[src/rtl/frame_egress.sv]
// Frame buffer reader: takes one committed-frame descriptor, positions the buffer read
// pointer and streams the frame's words out of a backpressured AXI-stream port, or drops it.
module frame_egress #(
  parameter int unsigned ADDR_WIDTH   = 11,
  parameter int unsigned READ_LATENCY = 1,
  parameter int unsigned SKID_DEPTH   = 2
) (
  input  logic                  clk,
  input  logic                  reset_n,
  input  logic                  desc_valid,
  output logic                  desc_ready,
  input  logic [ADDR_WIDTH:0]   desc_start_ptr,
  input  logic [ADDR_WIDTH:0]   desc_end_ptr,
  input  logic                  desc_drop,
  output logic                  frame_ren,
  output logic                  frame_rrst,
  output logic [ADDR_WIDTH:0]   frame_rst_rptr,
  input  logic [ADDR_WIDTH:0]   frame_rptr,
  input  logic [19:0]           frame_rdata,
  output logic [15:0]           egress_tdata,
  output logic                  egress_tvalid,
  input  logic                  egress_tready,
  output logic                  egress_tlast,
  output logic                  frame_done
);
  localparam int unsigned PW = ADDR_WIDTH + 1;
  localparam int unsigned CW = $clog2(SKID_DEPTH + 1);
  localparam int unsigned EW = 17;
  localparam int unsigned SW = EW * SKID_DEPTH;

  typedef enum logic [2:0] {IDLE, SEEK, STREAM, DRAIN, DROP} state_t;
  state_t state, state_nxt;

  logic [PW-1:0]           start_q, end_q, len_q, issued_q;
  logic [PW-1:0]           desc_len;
  logic [READ_LATENCY-1:0] pipe_vld, pipe_last;
  logic [CW-1:0]           skid_cnt, wpos;
  logic [SW-1:0]           skid_q, skid_nxt;
  logic                    accept, pop, push, done_nxt;
  int unsigned             inflight;
  logic [3:0]              unused_rsvd;

  assign unused_rsvd   = frame_rdata[19:16];
  assign desc_len      = desc_end_ptr - desc_start_ptr;
  assign accept        = desc_valid & desc_ready;
  assign pop           = egress_tvalid & egress_tready;
  assign push          = pipe_vld[READ_LATENCY-1];
  assign egress_tvalid = (skid_cnt != '0);
  assign egress_tdata  = skid_q[15:0];
  assign egress_tlast  = skid_q[16];

  always_ff @(posedge clk or negedge reset_n) begin
    if (!reset_n) state <= IDLE;
    else          state <= state_nxt;
  end

  // Reads are issued only while every in-flight word is guaranteed a skid slot;
  // counting this cycle's pop keeps the stream bubble-free at SKID_DEPTH = READ_LATENCY+1.
  always_comb begin
    state_nxt      = state;
    desc_ready     = 1'b0;
    frame_ren      = 1'b0;
    frame_rrst     = 1'b0;
    frame_rst_rptr = '0;
    done_nxt       = 1'b0;
    inflight       = 32'($countones(pipe_vld));
    unique case (state)
      IDLE: begin
        desc_ready = 1'b1;
        if (desc_valid) begin
          if (desc_drop || desc_len == '0)      state_nxt = DROP;
          else if (frame_rptr != desc_start_ptr) state_nxt = SEEK;
          else                                   state_nxt = STREAM;
        end
      end
      SEEK: begin
        frame_rrst     = 1'b1;
        frame_rst_rptr = start_q;
        state_nxt      = STREAM;
      end
      STREAM: begin
        if (issued_q == len_q)
          state_nxt = DRAIN;
        else if (32'(skid_cnt) + inflight < SKID_DEPTH + 32'(pop))
          frame_ren = 1'b1;
      end
      DRAIN: begin
        if (pop && egress_tlast) begin
          done_nxt  = 1'b1;
          state_nxt = IDLE;
        end
      end
      DROP: begin
        frame_rrst     = 1'b1;
        frame_rst_rptr = end_q;
        done_nxt       = 1'b1;
        state_nxt      = IDLE;
      end
      default: state_nxt = IDLE;
    endcase
  end

  // Skid is a shift queue: head sits in the low entry, unused entries stay zero.
  always_comb begin
    wpos     = skid_cnt - CW'(pop);
    skid_nxt = pop ? (skid_q >> EW) : skid_q;
    if (push)
      skid_nxt = skid_nxt | (SW'({pipe_last[READ_LATENCY-1], frame_rdata[15:0]}) << (32'(wpos) * EW));
  end

  always_ff @(posedge clk or negedge reset_n) begin
    if (!reset_n) begin
      start_q    <= '0;
      end_q      <= '0;
      len_q      <= '0;
      issued_q   <= '0;
      pipe_vld   <= '0;
      pipe_last  <= '0;
      skid_q     <= '0;
      skid_cnt   <= '0;
      frame_done <= 1'b0;
    end else begin
      frame_done <= done_nxt;
      if (accept) begin
        start_q  <= desc_start_ptr;
        end_q    <= desc_end_ptr;
        len_q    <= desc_len;
        issued_q <= '0;
      end else if (frame_ren) begin
        issued_q <= issued_q + PW'(1);
      end
      pipe_vld  <= (pipe_vld << 1) | READ_LATENCY'(frame_ren);
      pipe_last <= (pipe_last << 1) | READ_LATENCY'(frame_ren && (issued_q == len_q - PW'(1)));
      skid_q    <= skid_nxt;
      skid_cnt  <= skid_cnt + CW'(push) - CW'(pop);
    end
  end

endmodule

[config.mk]
export PLATFORM = sky130hd
export DESIGN_NAME = frame_egress
export DESIGN_NICKNAME = d
export VERILOG_FILES = /design/src/rtl/frame_egress.sv
export SDC_FILE = /design/constraint.sdc
export NUM_CORES = 1
export LEC_CHECK = 0
export BUFFER_PORTS_ARGS = -buffer_cell sky130_fd_sc_hd__buf_2
export CORE_MARGIN = 2
export CORE_UTILIZATION = 50
export CTS_BUF_LIST = sky130_fd_sc_hd__clkbuf_8
export CTS_CLUSTER_DIAMETER = 40
export CTS_CLUSTER_SIZE = 25
export DETAILED_ROUTE_END_ITERATION = 8
export HOLD_SLACK_MARGIN = 0.12
export PLACE_DENSITY_LB_ADDON = 0.08
export SLEW_MARGIN = 10
export SYNTH_ARGS = -nofsm -noshare
export SYNTH_HDL_FRONTEND = slang
export SYNTH_SLANG_ARGS = --single-unit
[constraint.sdc]
create_clock -name clk -period 3.6 [get_ports clk]
set_clock_uncertainty 0.15 [all_clocks]
set_input_delay 0.18 -clock clk [delete_from_list [all_inputs] [get_ports clk]]
set_output_delay 0.18 -clock clk [all_outputs]
set_load 0.05 [all_outputs]
# Word level (Yosys, flattened, before mapping)
# Cells that the tools add are included.
[totals] inputBits=61 wordCells=61 mem_count=0 output_inout_bits=34 ram_bits=0 mem_bits_ro=0 reg_bits=90 latchBits=0
[op_classes] n_addsub=8 magnitude_cmp=1 reduce_logical=9 eq_ne=10 multipliers=1 n_shift=1 n_bitwise=3 div_mod_pow=0 mux=18
[ops] operator="34-bit 2-to-1 mux" n=2
[ops] operator="34-bit OR" n=1
[ops] operator="17-bit by 7-bit << shifter with 34-bit output" n=1
[ops] operator="12-bit == test" n=2
[ops] operator="12-bit 2-to-1 mux" n=2
[ops] operator="12-bit one-hot mux with 2 select lines" n=1
[ops] operator="12-bit by 1-bit adder with 12-bit output, second input constant" n=1
[ops] operator="12-bit logical NOT" n=1
[ops] operator="3-bit 2-to-1 mux" n=4
[ops] operator="12-bit != test" n=1
[ops] operator="3-bit one-hot mux with 4 select lines" n=1
[ops] operator="12-bit by 1-bit subtractor with 12-bit output, second input constant" n=1
[ops] operator="12-bit subtractor" n=1
[ops] operator="2-bit by 5-bit multiplier with 7-bit output, second input constant" n=1
[ops] operator="3-bit by 2-bit == test with 1-bit output, second input constant" n=2
[ops] operator="1-bit 2-to-1 mux" n=6
[ops] operator="2-bit != test, second input constant" n=3
[ops] operator="2-bit nonzero test" n=2
[ops] operator="2-bit by 1-bit subtractor with 2-bit output" n=2
[ops] operator="2-bit by 1-bit adder with 3-bit output" n=1
[ops] operator="2-bit by 1-bit adder with 3-bit output, first input constant" n=1
[ops] operator="3-bit by 1-bit == test with 1-bit output, second input constant" n=1
[ops] operator="3-bit == test, second input constant" n=1
[ops] operator="3-bit logical NOT" n=1
[ops] operator="9 further kinds" n=11

# Depth between registers and ports, before layout
# Gate-level depths: netlist (run 1).
[logic_depth] depth_word=9 ltp_mapped=10 mapped_depth_nobuf=10

# Least setup slack after synthesis (run 1)
# No wires, ideal clock.
[synth_timing] path_kind="register to register" from="reg state[1]" to="reg len_q[2]" setup_time_ps=135 arrival_time_ps=2459 setup_slack_ps=856 stages_incl_launch_ff=8 required_time_ps=3315 n_path_buf=3 period_less_slack_ps=2744 path_cell_list="dfrtp_1 clkbuf_1 nor3_1 nand2_1 clkbuf_1 clkbuf_1 nand2_1 o21ai_0"
[synth_between] elab_chain_len=3
[synth_rtl] item="start: declaration" line="32" rtl="state_t state, state_nxt;"
[synth_rtl] item="start signal: assignment" line="54" rtl="else state <= state_nxt;"
[synth_rtl] item="3-bit logical NOT" line="67" rtl="unique case (state)"
[synth_rtl] item="1-bit 2-to-1 mux" line="67"
[synth_rtl] item="named net desc_ready" line="11" rtl="output logic desc_ready,"
[synth_rtl] item="1-bit bitwise AND" line="45" rtl="assign accept = desc_valid & desc_ready;"
[synth_rtl] item="end signal: assignment" line="127" rtl="len_q <= desc_len;"
[synth_rtl] item="end: declaration" line="34" rtl="logic [PW-1:0] start_q, end_q, len_q, issued_q;"
# The timed path passes the listed nets, and every way through them passes these cells.
# A chain may end at the register's enable or synchronous reset.

# Worst setup path in the final report (run 1)
[layout_timing] from="in desc_start_ptr[4]" to="reg state[1]"
[layout_between] elab_chain_len=6 elab_cells_between_ends=8 classes_between="add/sub: 1; eq/ne: 1; mux: 4; reduce/logical: 2"
[layout_rtl] item="start: declaration" line="12" rtl="input logic [ADDR_WIDTH:0] desc_start_ptr,"
[layout_rtl] item="12-bit subtractor" line="44" rtl="assign desc_len = desc_end_ptr - desc_start_ptr;"
[layout_rtl] item="12-bit logical NOT" line="71" rtl="if (desc_drop || desc_len == '0) state_nxt = DROP;"
[layout_rtl] item="1-bit logical OR" line="71"
[layout_rtl] item="3-bit 2-to-1 mux *" line="71"
[layout_rtl] item="3-bit 2-to-1 mux *" line="70" rtl="if (desc_valid) begin"
[layout_rtl] item="3-bit one-hot mux with 4 select lines *" line="67"
# Mark *: on every way between the ends. The rest lies on a longest branch, timed or not. The select of a mux whose other input is x is not followed.

==> impl_metrics.env, run 1 <==
export IMPL_r2r_setup_slack_ns=0.83
export IMPL_cts_made_buffers=9
export IMPL_drv_cap=0
export IMPL_power_leakage_nw=3.06
export IMPL_tightest_slew_ns=1.02
export IMPL_ys_seq_area_frac=0.442
export IMPL_ys_types=56
export IMPL_crit_path_top_delay_cell="dlygate4sd3_1"
export IMPL_grt_pass1_wl_mm=20.4
export IMPL_cp_cell_sequence="dlygate4sd3_1, buf_2, inv_1, ha_1, a21o_1, a21o_1, a221oi_2, xnor2_1, or4_4, nor4_4, o31ai_1, dlygate4sd3_1"
export IMPL_die_w_microns=105
export IMPL_num_rows=36
export IMPL_setup_viol=0
export IMPL_port_buffer_count=90
export IMPL_design_core_area_sq_um=9820
export IMPL_hp_start="frame_rptr[5]"
export IMPL_setup_tns_ns=0
export IMPL_dp_slack_ns=0.818
export IMPL_start_util=0.519
export IMPL_async_flop_share=1.00
export IMPL_nets=771
export IMPL_die_area_sq_um=11000
export IMPL_avgSynthCellArea_sq_um=8.81
export IMPL_final_cell_mix="144 x nand2_1, 90 x dfrtp_1, 89 x buf_2"
export IMPL_crit_start="desc_start_ptr[4]"
export IMPL_grt_max_degree=81
export IMPL_overflow=0
export IMPL_cellPowerDensity_nw_per_um2=699
export IMPL_cpPeakStageDelay_ns=0.56
export IMPL_synth_edf_count=0
export IMPL_synth_seq_cells=90
export IMPL_cts_tree="yes"
export IMPL_synth_nets=657
export IMPL_antenna_found_initial=0
export IMPL_critPathCaptureType="register"
export IMPL_worstPathArrival_ns=3.66
export IMPL_multi_input_area_sq_um=2550
export IMPL_grt_pass1_vias=4302
export IMPL_ir_worst_vdd_v=0.000281
export IMPL_via_per_inst=5.32
export IMPL_clk_pin_slew_ns=0.09
export IMPL_final_common_cell="nand2_1"
export IMPL_drt_pass1_iterations=4
export IMPL_gp_congestion=0.818
export IMPL_slew_headroom=0.318
export IMPL_cts_root_buf="clkbuf_8"
export IMPL_setup_ws_ns=0.0263
export IMPL_wirelength_mm=12.5
export IMPL_diodes=0
export IMPL_post_route_period_util=0.993
export IMPL_finalHoldViolCount=0
export IMPL_cpLargestDelayFamily="buffers and inverters"
export IMPL_synth_area_sq_um=5090
export IMPL_num_vias=4414
export IMPL_clock_latency_ns=0.35
export IMPL_outcome="completed"
export IMPL_fmax_mhz=280
export IMPL_regArea_sq_um=2250
export IMPL_fp_dieH_microns=105
export IMPL_worstPathRequired_ns=3.69
export IMPL_area_delta_synth_final_pct=22.6
export IMPL_io_pins=95
export IMPL_synth_cells=578
export IMPL_cts_num_sinks=90
export IMPL_drc=0
export IMPL_fillers=879
export IMPL_worstSetupPathType="in2reg"
export IMPL_finalMaxSlewViolations=0
export IMPL_timing_critical_path_buf_inv=4
export IMPL_finalCriticalPeriod_ns=3.57
export IMPL_final_layout_size_suffix_gt1_frac=0.185
export IMPL_cp_start_kind="input port"
export IMPL_wire_per_inst_microns=15.0
export IMPL_ys_warn_count=0
export IMPL_cp_max_fo=6
export IMPL_clk_path_buf_depth=2
export IMPL_antenna_left=0
export IMPL_rr_startpoint="skid_cnt[1]"
export IMPL_hp_class="in2reg"
export IMPL_synth_main_ff_cell="dfrtp_1"
export IMPL_cts_htree_levels=3
export IMPL_grt_total_usage=0.228
export IMPL_dp_hpwl_mm=8.58
export IMPL_drt_iter0_drc=189
## Yosys cell counts (all sizes together), types with 4 or more instances
| cell | count | area (sq um) |
|---|---|---|
| xor2 | 21 | 184 |
| a22oi | 12 | 90.1 |
| a22o | 17 | 149 |
| nor4 | 4 | 46.3 |
| xnor2 | 34 | 298 |
| a21oi | 12 | 60.1 |
| nand2 | 144 | 541 |
| nand4 | 9 | 56.3 |
| ha | 17 | 213 |
| nor3 | 11 | 60.1 |
| dfrtp | 90 | 2250 |
| clkbuf | 26 | 97.6 |
| nand3 | 23 | 115 |
| o21a | 6 | 45.0 |
| nor2 | 39 | 146 |
| buf | 17 | 124 |
| inv | 20 | 75.1 |
| o21ai | 29 | 145 |
## flip-flops by register name, indices dropped and copies added, names as in the netlist
name and cells:
issued_q 12, pipe_last 1, pipe_vld 1, skid_cnt 2
end_q 12, frame_done 1, len_q 12, state 3
skid_q 34, start_q 12
## logic make-up (layout without fill, tap and decap cells)
family	after synthesis	count (layout)	synth area share
buf+inv	63	182	0.0582
fa+ha+maj	18	18	0.0457
flops	90	90	0.442
simple gates	253	253	0.225
mux	3	3	0.00639
xor+xnor	55	55	0.0946
compound gates	96	96	0.128
## per-layer routing
layer | GRT usage | wire (microns)
met5 | 0 | 0
met2 | 0.372 | 5970
met1 | 0.300 | 5740
met4 | 0.0924 | 279
met3 | 0.0405 | 480
## path summary, 6_finish.rpt
check,to,depth (start not counted)
setup / recovery,state[1],12
hold reg to reg,end_q[4],2
max in group asynchronous,len_q[9],3
hold / removal,state[0],5
setup reg to reg,skid_q[8],10
min in group asynchronous,skid_q[8],2
## report_power, final
group          total (mW)  internal [mW]  switching [mW]
clock               0.727          0.363           0.364
combinational        1.92          0.720            1.20
sequential           1.72           1.39           0.326
total                4.37           2.47            1.89
## timing repair
item / CTS / global route
endpoints found under the hold margin: 140 / 0
setup endpoints to repair: 0 / 1
resized for setup: 0 / 2
setup buffers: 0 / 2
hold buffers: 45 / 0
## cell type report
| type | count | share of cell area |
|---|---|---|
| repair buffers | 146 | 0.158 |
| flip-flops and latches | 90 | 0.361 |
| well taps | 133 | 0.0266 |
| clock inverters | 5 | 0.00982 |
| inverters | 20 | 0.0120 |
| multi-input cells | 425 | 0.409 |
| clock buffers | 11 | 0.0242 |
## through the flow
step | cell area (sq um) | instances | power, mW | hold WS (ns) | utilization
2_1_floorplan | 5090 | 578 | 3.17 | -0.266 | -
3_3_place_gp | 5560 | 767 | 3.53 | 0.245 | 0.567
3_5_place_dp | 5560 | 767 | 3.60 | 0.243 | 0.567
4_1_cts | 6230 | 828 | 4.38 | 0.275 | 0.634
5_1_grt | 6250 | 830 | 4.69 | 0.328 | 0.636
6_report | 6250 | 830 | 4.37 | 0.289 | 0.636
## tightest hold or removal path, delay by kind of cell
family                 cells  cell delay (ns)
AO/OA/AOI/OAI              1             0.30
XOR/XNOR                   1             0.05
buffers and inverters      1             0.08
AND/OR/NAND/NOR            2             0.14
No activity file was read; power rests on OpenSTA's default activity.
==> run 2, diff against run 1 <==
--- a/config.mk
+++ b/config.mk
@@ -7,8 +7,7 @@
 export LEC_CHECK = 0
 export BUFFER_PORTS_ARGS = -buffer_cell sky130_fd_sc_hd__buf_2
 export CORE_MARGIN = 2
-export CORE_UTILIZATION = 50
-export CTS_BUF_LIST = sky130_fd_sc_hd__clkbuf_8
+export CORE_UTILIZATION = 56
 export CTS_CLUSTER_DIAMETER = 40
 export CTS_CLUSTER_SIZE = 25
 export DETAILED_ROUTE_END_ITERATION = 8
==> run 2 against run 1 <==
  * Critical path depth is 1 lower
  * First-iteration DRC count rose by 34%
  * Sequential share of layout area rose by 0.23 points
  * Worst setup slack better by 0.57 ns
  * Combinational power about the same
  * Clock power is 3.0% higher
  * Final area decreased by 0.62%
  * Non-clock buffer count fell by 1
  * Register-to-register slack got worse by 0.09 ns
==> impl_metrics.env, run 2 (synthesized netlist as in run 1, its figures left out) <==
export IMPL_worstPathRequired_ns=3.68
export IMPL_max_flop_register="skid_q"
export IMPL_fin_util=0.708
export IMPL_crit_path_top_delay_cell="dlygate4sd3_1"
export IMPL_crit_start="desc_start_ptr[0]"
export IMPL_holdWs_ns=0.148
export IMPL_wirelength_mm=12.1
export IMPL_cp_max_fo=3
export IMPL_io_pins=95
export IMPL_tightest_slew_ns=0.846
export IMPL_start_util=0.581
export IMPL_clock_latency_ns=0.35
export IMPL_worstSetupPathType="in2reg"
export IMPL_drt_iter0_drc=253
export IMPL_dp_hpwl_mm=8.48
export IMPL_cts_num_sinks=90
export IMPL_num_vias=4482
export IMPL_dpl_cell_count=742
export IMPL_setup_viol=0
export IMPL_port_buffer_count=90
export IMPL_outcome="completed"
export IMPL_cts_root_buf="clkbuf_8"
export IMPL_cts_tree="yes"
export IMPL_fmax_mhz=333
export IMPL_finalMaxSlewViolations=0
export IMPL_grt_pass1_wl_mm=20.5
export IMPL_r2r_cells=10
export IMPL_slew_headroom=0.436
export IMPL_finalCriticalPeriod_ns=3.00
export IMPL_hold_depth=6
export IMPL_cts_htree_levels=3
export IMPL_setup_tns_ns=0
export IMPL_final_common_cell="nand2_1"
export IMPL_overflow=0
export IMPL_ir_worst_vdd_v=0.000292
export IMPL_grt_pass1_vias=4373
export IMPL_hp_class="in2reg"
export IMPL_cp_cell_sequence="dlygate4sd3_1, buf_2, ha_1, fa_1, nor2b_1, o2111ai_1, a32oi_1, xor2_1, or3_1, nor4_4, o31ai_1"
export IMPL_gp_congestion=0.905
export IMPL_antenna_found_initial=0
export IMPL_stdcell_area_sq_um=6210
export IMPL_nets=770
export IMPL_area_delta_synth_final_pct=21.9
export IMPL_fin_cells=803
export IMPL_rr_startpoint="skid_cnt[1]"
export IMPL_die_w_microns=99.4
export IMPL_cts_made_buffers=9
export IMPL_diodes=0
export IMPL_rsz0062_at_grt="false"
export IMPL_post_route_period_util=0.834
export IMPL_cts_setup_buffers=0
export IMPL_place_area_sq_um=5530
export IMPL_clk_path_buf_depth=2
export IMPL_die_area_sq_um=9870
export IMPL_final_layout_size_suffix_gt1_frac=0.178
export IMPL_design_core_area_sq_um=8760
export IMPL_drc=0
export IMPL_drt_pass1_iterations=5
export IMPL_cp_start_kind="input port"
export IMPL_power_leakage_nw=3.05
export IMPL_grt_total_usage=0.256
export IMPL_final_cell_mix="144 x nand2_1, 90 x dfrtp_1, 89 x buf_2"
export IMPL_report_power_total_mw=4.40
export IMPL_cellPowerDensity_nw_per_um2=709
export IMPL_fp_dieH_microns=99.4
export IMPL_clk_pin_slew_ns=0.08
export IMPL_r2r_end="skid_q[10]"
export IMPL_r2r_setup_slack_ns=0.74
export IMPL_wire_per_inst_microns=15.1
export IMPL_hp_start="frame_rptr[5]"
export IMPL_num_rows=34
export IMPL_hold_end="state[1]"
export IMPL_worstPathArrival_ns=3.08
export IMPL_largest_reg_flops=34
export IMPL_setup_ws_ns=0.597
export IMPL_drv_cap=0
export IMPL_antenna_left=0
export IMPL_critPathCaptureType="register"
export IMPL_grt_max_degree=68
export IMPL_finalHoldViolCount=0
export IMPL_cpPeakStageDelay_ns=0.54
export IMPL_via_per_inst=5.58
export IMPL_dp_slack_ns=0.794
==> run 2: cell count changes in the layout (fill, tap and decap cells not counted), sizes merged <==
cell / previous run / this run
dlygate4sd3: 45 / 46
clkinv: 3 / 0
bufinv: 1 / 2
clkinvlp: 0 / 3
clkbuf: 11 / 9
buf: 101 / 99
==> run 2: power breakdown <==
group	switching [mW]	internal [mW]
Clock	0.360	0.389
Sequential	0.332	1.39
Combinational	1.20	0.724
Total	1.89	2.51
==> run 2: area by class of cell <==
cell class	instances	area, sq um
Clock buffer	9	124
Clock inverter	6	91.3
Fill cell	674	2560
Inverter	20	75.1
Multi-Input combinational cell	425	2550
Sequential cell	90	2250
Tap cell	108	135
Timing Repair Buffer	145	981
==> run 2: repair_timing <==
action | 4_1_cts | 5_1_grt
resized for setup | 0 | 0
hold buffers | 46 | 0
endpoints found under the setup margin | 0 | 0
endpoints found under the hold margin | 127 | 0
==> run 2: worst max path at each step <==
| stage | cells past startpoint | endpoint | slack (ns) |
|---|---|---|---|
| floorplan | 7 | len_q[2] | 0.86 |
| global placement | 10 | state[1] | 0.84 |
| detailed placement | 10 | state[1] | 0.79 |
| CTS | 11 | state[1] | 0.62 |
| global route | 11 | state[1] | 0.46 |
| finish | 11 | state[1] | 0.60 |
==> run 2: critical path, delay by kind of cell <==
family                     cells  cell delay (ns)
xor gates and xnor gates       1             0.10
and+or+nand+nor                3             0.92
adders and majority gates      2             0.63
AOI/OAI and AO/OA              3             0.56
buffers and inverters          2             0.69
==> run 2: per-layer routing <==
layer	track usage	routed length (microns)
met3	0.0450	565
met4	0.0780	225
met5	0	0
met1	0.350	5460
met2	0.418	5880
==> run 3, diff against run 2 <==
--- a/config.mk
+++ b/config.mk
@@ -5,9 +5,10 @@
 export SDC_FILE = /design/constraint.sdc
 export NUM_CORES = 1
 export LEC_CHECK = 0
+export ABC_AREA = 1
 export BUFFER_PORTS_ARGS = -buffer_cell sky130_fd_sc_hd__buf_2
 export CORE_MARGIN = 2
-export CORE_UTILIZATION = 56
+export CORE_UTILIZATION = 57
 export CTS_CLUSTER_DIAMETER = 40
 export CTS_CLUSTER_SIZE = 25
 export DETAILED_ROUTE_END_ITERATION = 8
==> constraint.sdc (replaced) <==
create_clock -name clk -period 3.1 [get_ports clk]
set_clock_uncertainty 0.15 [all_clocks]
set_input_delay 0.155 -clock clk [delete_from_list [all_inputs] [get_ports clk]]
set_output_delay 0.155 -clock clk [all_outputs]
set_load 0.05 [all_outputs]
==> run 3 against run 2 <==
  * Non-clock buffer count decreased by 4
  * Critical endpoint is now frame_ren
  * Highest routed layer unchanged
  * Hold slack improved by 0.00092 ns
  * Largest power group unchanged
  * Die area increased by 4.3%
==> impl_metrics.env, run 3 <==
export IMPL_outcome="completed"
export IMPL_critPathCaptureType="output pin"
export IMPL_ir_worst_vdd_v=0.000478
export IMPL_finalCriticalPeriod_ns=2.79
export IMPL_area_delta_synth_final_pct=19.9
export IMPL_ys_types=38
export IMPL_synthTopCellsByCount="192 x nand2_1, 119 x inv_1, 90 x dfrtp_1"
export IMPL_largest_reg_flops=34
export IMPL_finalHoldViolCount=0
export IMPL_tightest_slew_ns=0.686
export IMPL_post_route_period_util=0.899
export IMPL_timing_critical_path_buf_inv=3
export IMPL_cts_resized=0
export IMPL_via_per_inst=5.36
export IMPL_synth_top_area_cell="dfrtp_1"
export IMPL_drt_iter0_drc=334
export IMPL_wirelength_mm=13.9
export IMPL_cts_setup_buffers=0
export IMPL_rsz0062_at_grt="false"
export IMPL_grt_max_degree=51
export IMPL_nets=900
export IMPL_yosys_top_cells_area="dfrtp_1 42%, nand2_1 13%, inv_1 8.3%, nand3_1 4.4%, ha_1 3.9%"
export IMPL_setup_tns_ns=0
export IMPL_async_flop_share=1.00
export IMPL_cts_htree_levels=3
export IMPL_antenna_left=0
export IMPL_gp_congestion=0.925
export IMPL_synth_cells=706
export IMPL_start_util=0.586
export IMPL_clock_latency_ns=0.37
export IMPL_hp_class="in2async"
export IMPL_r2r_end="issued_q[10]"
export IMPL_num_rows=35
export IMPL_die_area_sq_um=10300
export IMPL_grt_pass1_vias=4987
export IMPL_clk_path_buf_depth=2
export IMPL_cts_root_buf="clkbuf_8"
export IMPL_max_flop_register="skid_q"
export IMPL_grt_total_usage=0.285
export IMPL_avgSynthCellArea_sq_um=7.67
export IMPL_cp_max_fo=35
export IMPL_worstSetupPathType="reg2out"
export IMPL_synth_top_area_frac=0.416
export IMPL_grt_pass1_wl_mm=23.1
export IMPL_cp_start_kind="register"
export IMPL_worstPathArrival_ns=2.48
export IMPL_fmax_mhz=359
export IMPL_crit_end="frame_ren"
export IMPL_synth_edf_count=0
export IMPL_setup_viol=0
export IMPL_cts_made_buffers=9
export IMPL_dp_hpwl_mm=9.66
export IMPL_synth_area_sq_um=5410
export IMPL_crit_start="skid_cnt[1]"
export IMPL_synth_most_common_cell="nand2_1"
export IMPL_cpLargestDelayFamily="buffers and inverters"
export IMPL_antenna_found_initial=0
export IMPL_synth_nets=785
export IMPL_r2r_cells=9
export IMPL_slew_headroom=0.542
export IMPL_synth_seq_cells=90
export IMPL_cts_tree="yes"
export IMPL_synth_main_ff_cell="dfrtp_1"
export IMPL_overflow=0
export IMPL_drc=0
export IMPL_cellPowerDensity_nw_per_um2=853
export IMPL_fp_dieH_microns=101
export IMPL_port_buffer_count=90
export IMPL_io_pins=95
export IMPL_final_cell_mix="192 x nand2_1, 119 x inv_1, 90 x dfrtp_1"
export IMPL_design_core_area_sq_um=9240
export IMPL_power_leakage_nw=3.43
export IMPL_crit_path_top_delay_cell="dfrtp_1"
export IMPL_final_common_cell="nand2_1"
export IMPL_fin_util=0.703
export IMPL_fillers=743
export IMPL_ys_warn_count=0
export IMPL_wire_per_inst_microns=14.6
export IMPL_cp_cell_sequence="or2_4, nand2_2, buf_4, or2_1, a21oi_1, nand2_2, inv_1, buf_2"
export IMPL_cpPeakStageDelay_ns=0.41
export IMPL_drv_cap=0
export IMPL_clk_pin_slew_ns=0.10
export IMPL_regArea_sq_um=2250
export IMPL_cpMostUsedCell="nand2_2"
export IMPL_rr_startpoint="skid_cnt[1]"
export IMPL_finalMaxSlewViolations=0
export IMPL_crit_cells=8
export IMPL_multi_input_area_sq_um=2490
export IMPL_diodes=0
export IMPL_die_w_microns=101
export IMPL_cts_num_sinks=90
export IMPL_final_layout_size_suffix_gt1_frac=0.157
export IMPL_drt_pass1_iterations=5
export IMPL_worstPathRequired_ns=2.79
export IMPL_num_vias=5121
export IMPL_ys_seq_area_frac=0.416
export IMPL_r2r_setup_slack_ns=0.78
run 3: area by class of cell:
type,instances,share of cell area
flip-flops and latches,90,0.347
clock buffers,9,0.0191
multi-input cells,459,0.384
well taps,129,0.0249
inverters,120,0.0694
clock inverters,7,0.0110
repair buffers,141,0.145
run 3: metrics by stage:
stage | cell area (sq um) | hold slack [ns] | setup slack, ns | total power [mW] | instances
6_report | 6490 | 0.149 | 0.314 | 5.54 | 955
5_1_grt | 6490 | 0.209 | 0.204 | 5.95 | 955
4_1_cts | 6490 | 0.165 | 0.326 | 5.53 | 955
3_5_place_dp | 5870 | 0.0340 | 0.754 | 4.67 | 896
3_3_place_gp | 5870 | 0.0307 | 0.783 | 4.57 | 896
2_1_floorplan | 5410 | -0.291 | 0.573 | 4.16 | 706
run 3: cells by family (layout without fill, tap and decap cells):
kind of cell    after synthesis  after routing  share of synthesized area
fa+ha+maj                    18             18                     0.0430
simple gates                314            314                      0.249
flops                        90             90                      0.416
xor+xnor                     32             32                     0.0518
buf+inv                     157            277                      0.124
compound gates               95             95                      0.116
run 3: routing by layer:
metal | GRT usage | routed length [microns] | vias up
li1 | - | - | 2498
met1 | 0.379 | 6190 | 2410
met2 | 0.477 | 6660 | 189
met3 | 0.0469 | 802 | 24
met4 | 0.0956 | 269 | 0
met5 | 0 | 0 | -
run 3: timing repair:
action	in CTS	in global routing
hold buffers	43	0
endpoints found under the setup margin	0	0
endpoints found under the hold margin	101	0
run 3: worst min-delay path by stage:
stage / cells past startpoint / from / endpoint / slack, ns
floorplan: 0 / reset_n / end_q[0] / -0.29
global placement: 1 / reset_n / start_q[9] / 0.03
detailed placement: 1 / reset_n / skid_q[0] / 0.03
CTS: 2 / reset_n / start_q[9] / 0.16
global route: 2 / reset_n / skid_q[19] / 0.21
finish: 2 / reset_n / start_q[9] / 0.15
run 3: where the power goes:
part | switching (mW) | internal (mW)
registers | 0.317 | 1.67
logic | 1.90 | 0.849
clock network | 0.487 | 0.315
total | 2.70 | 2.83
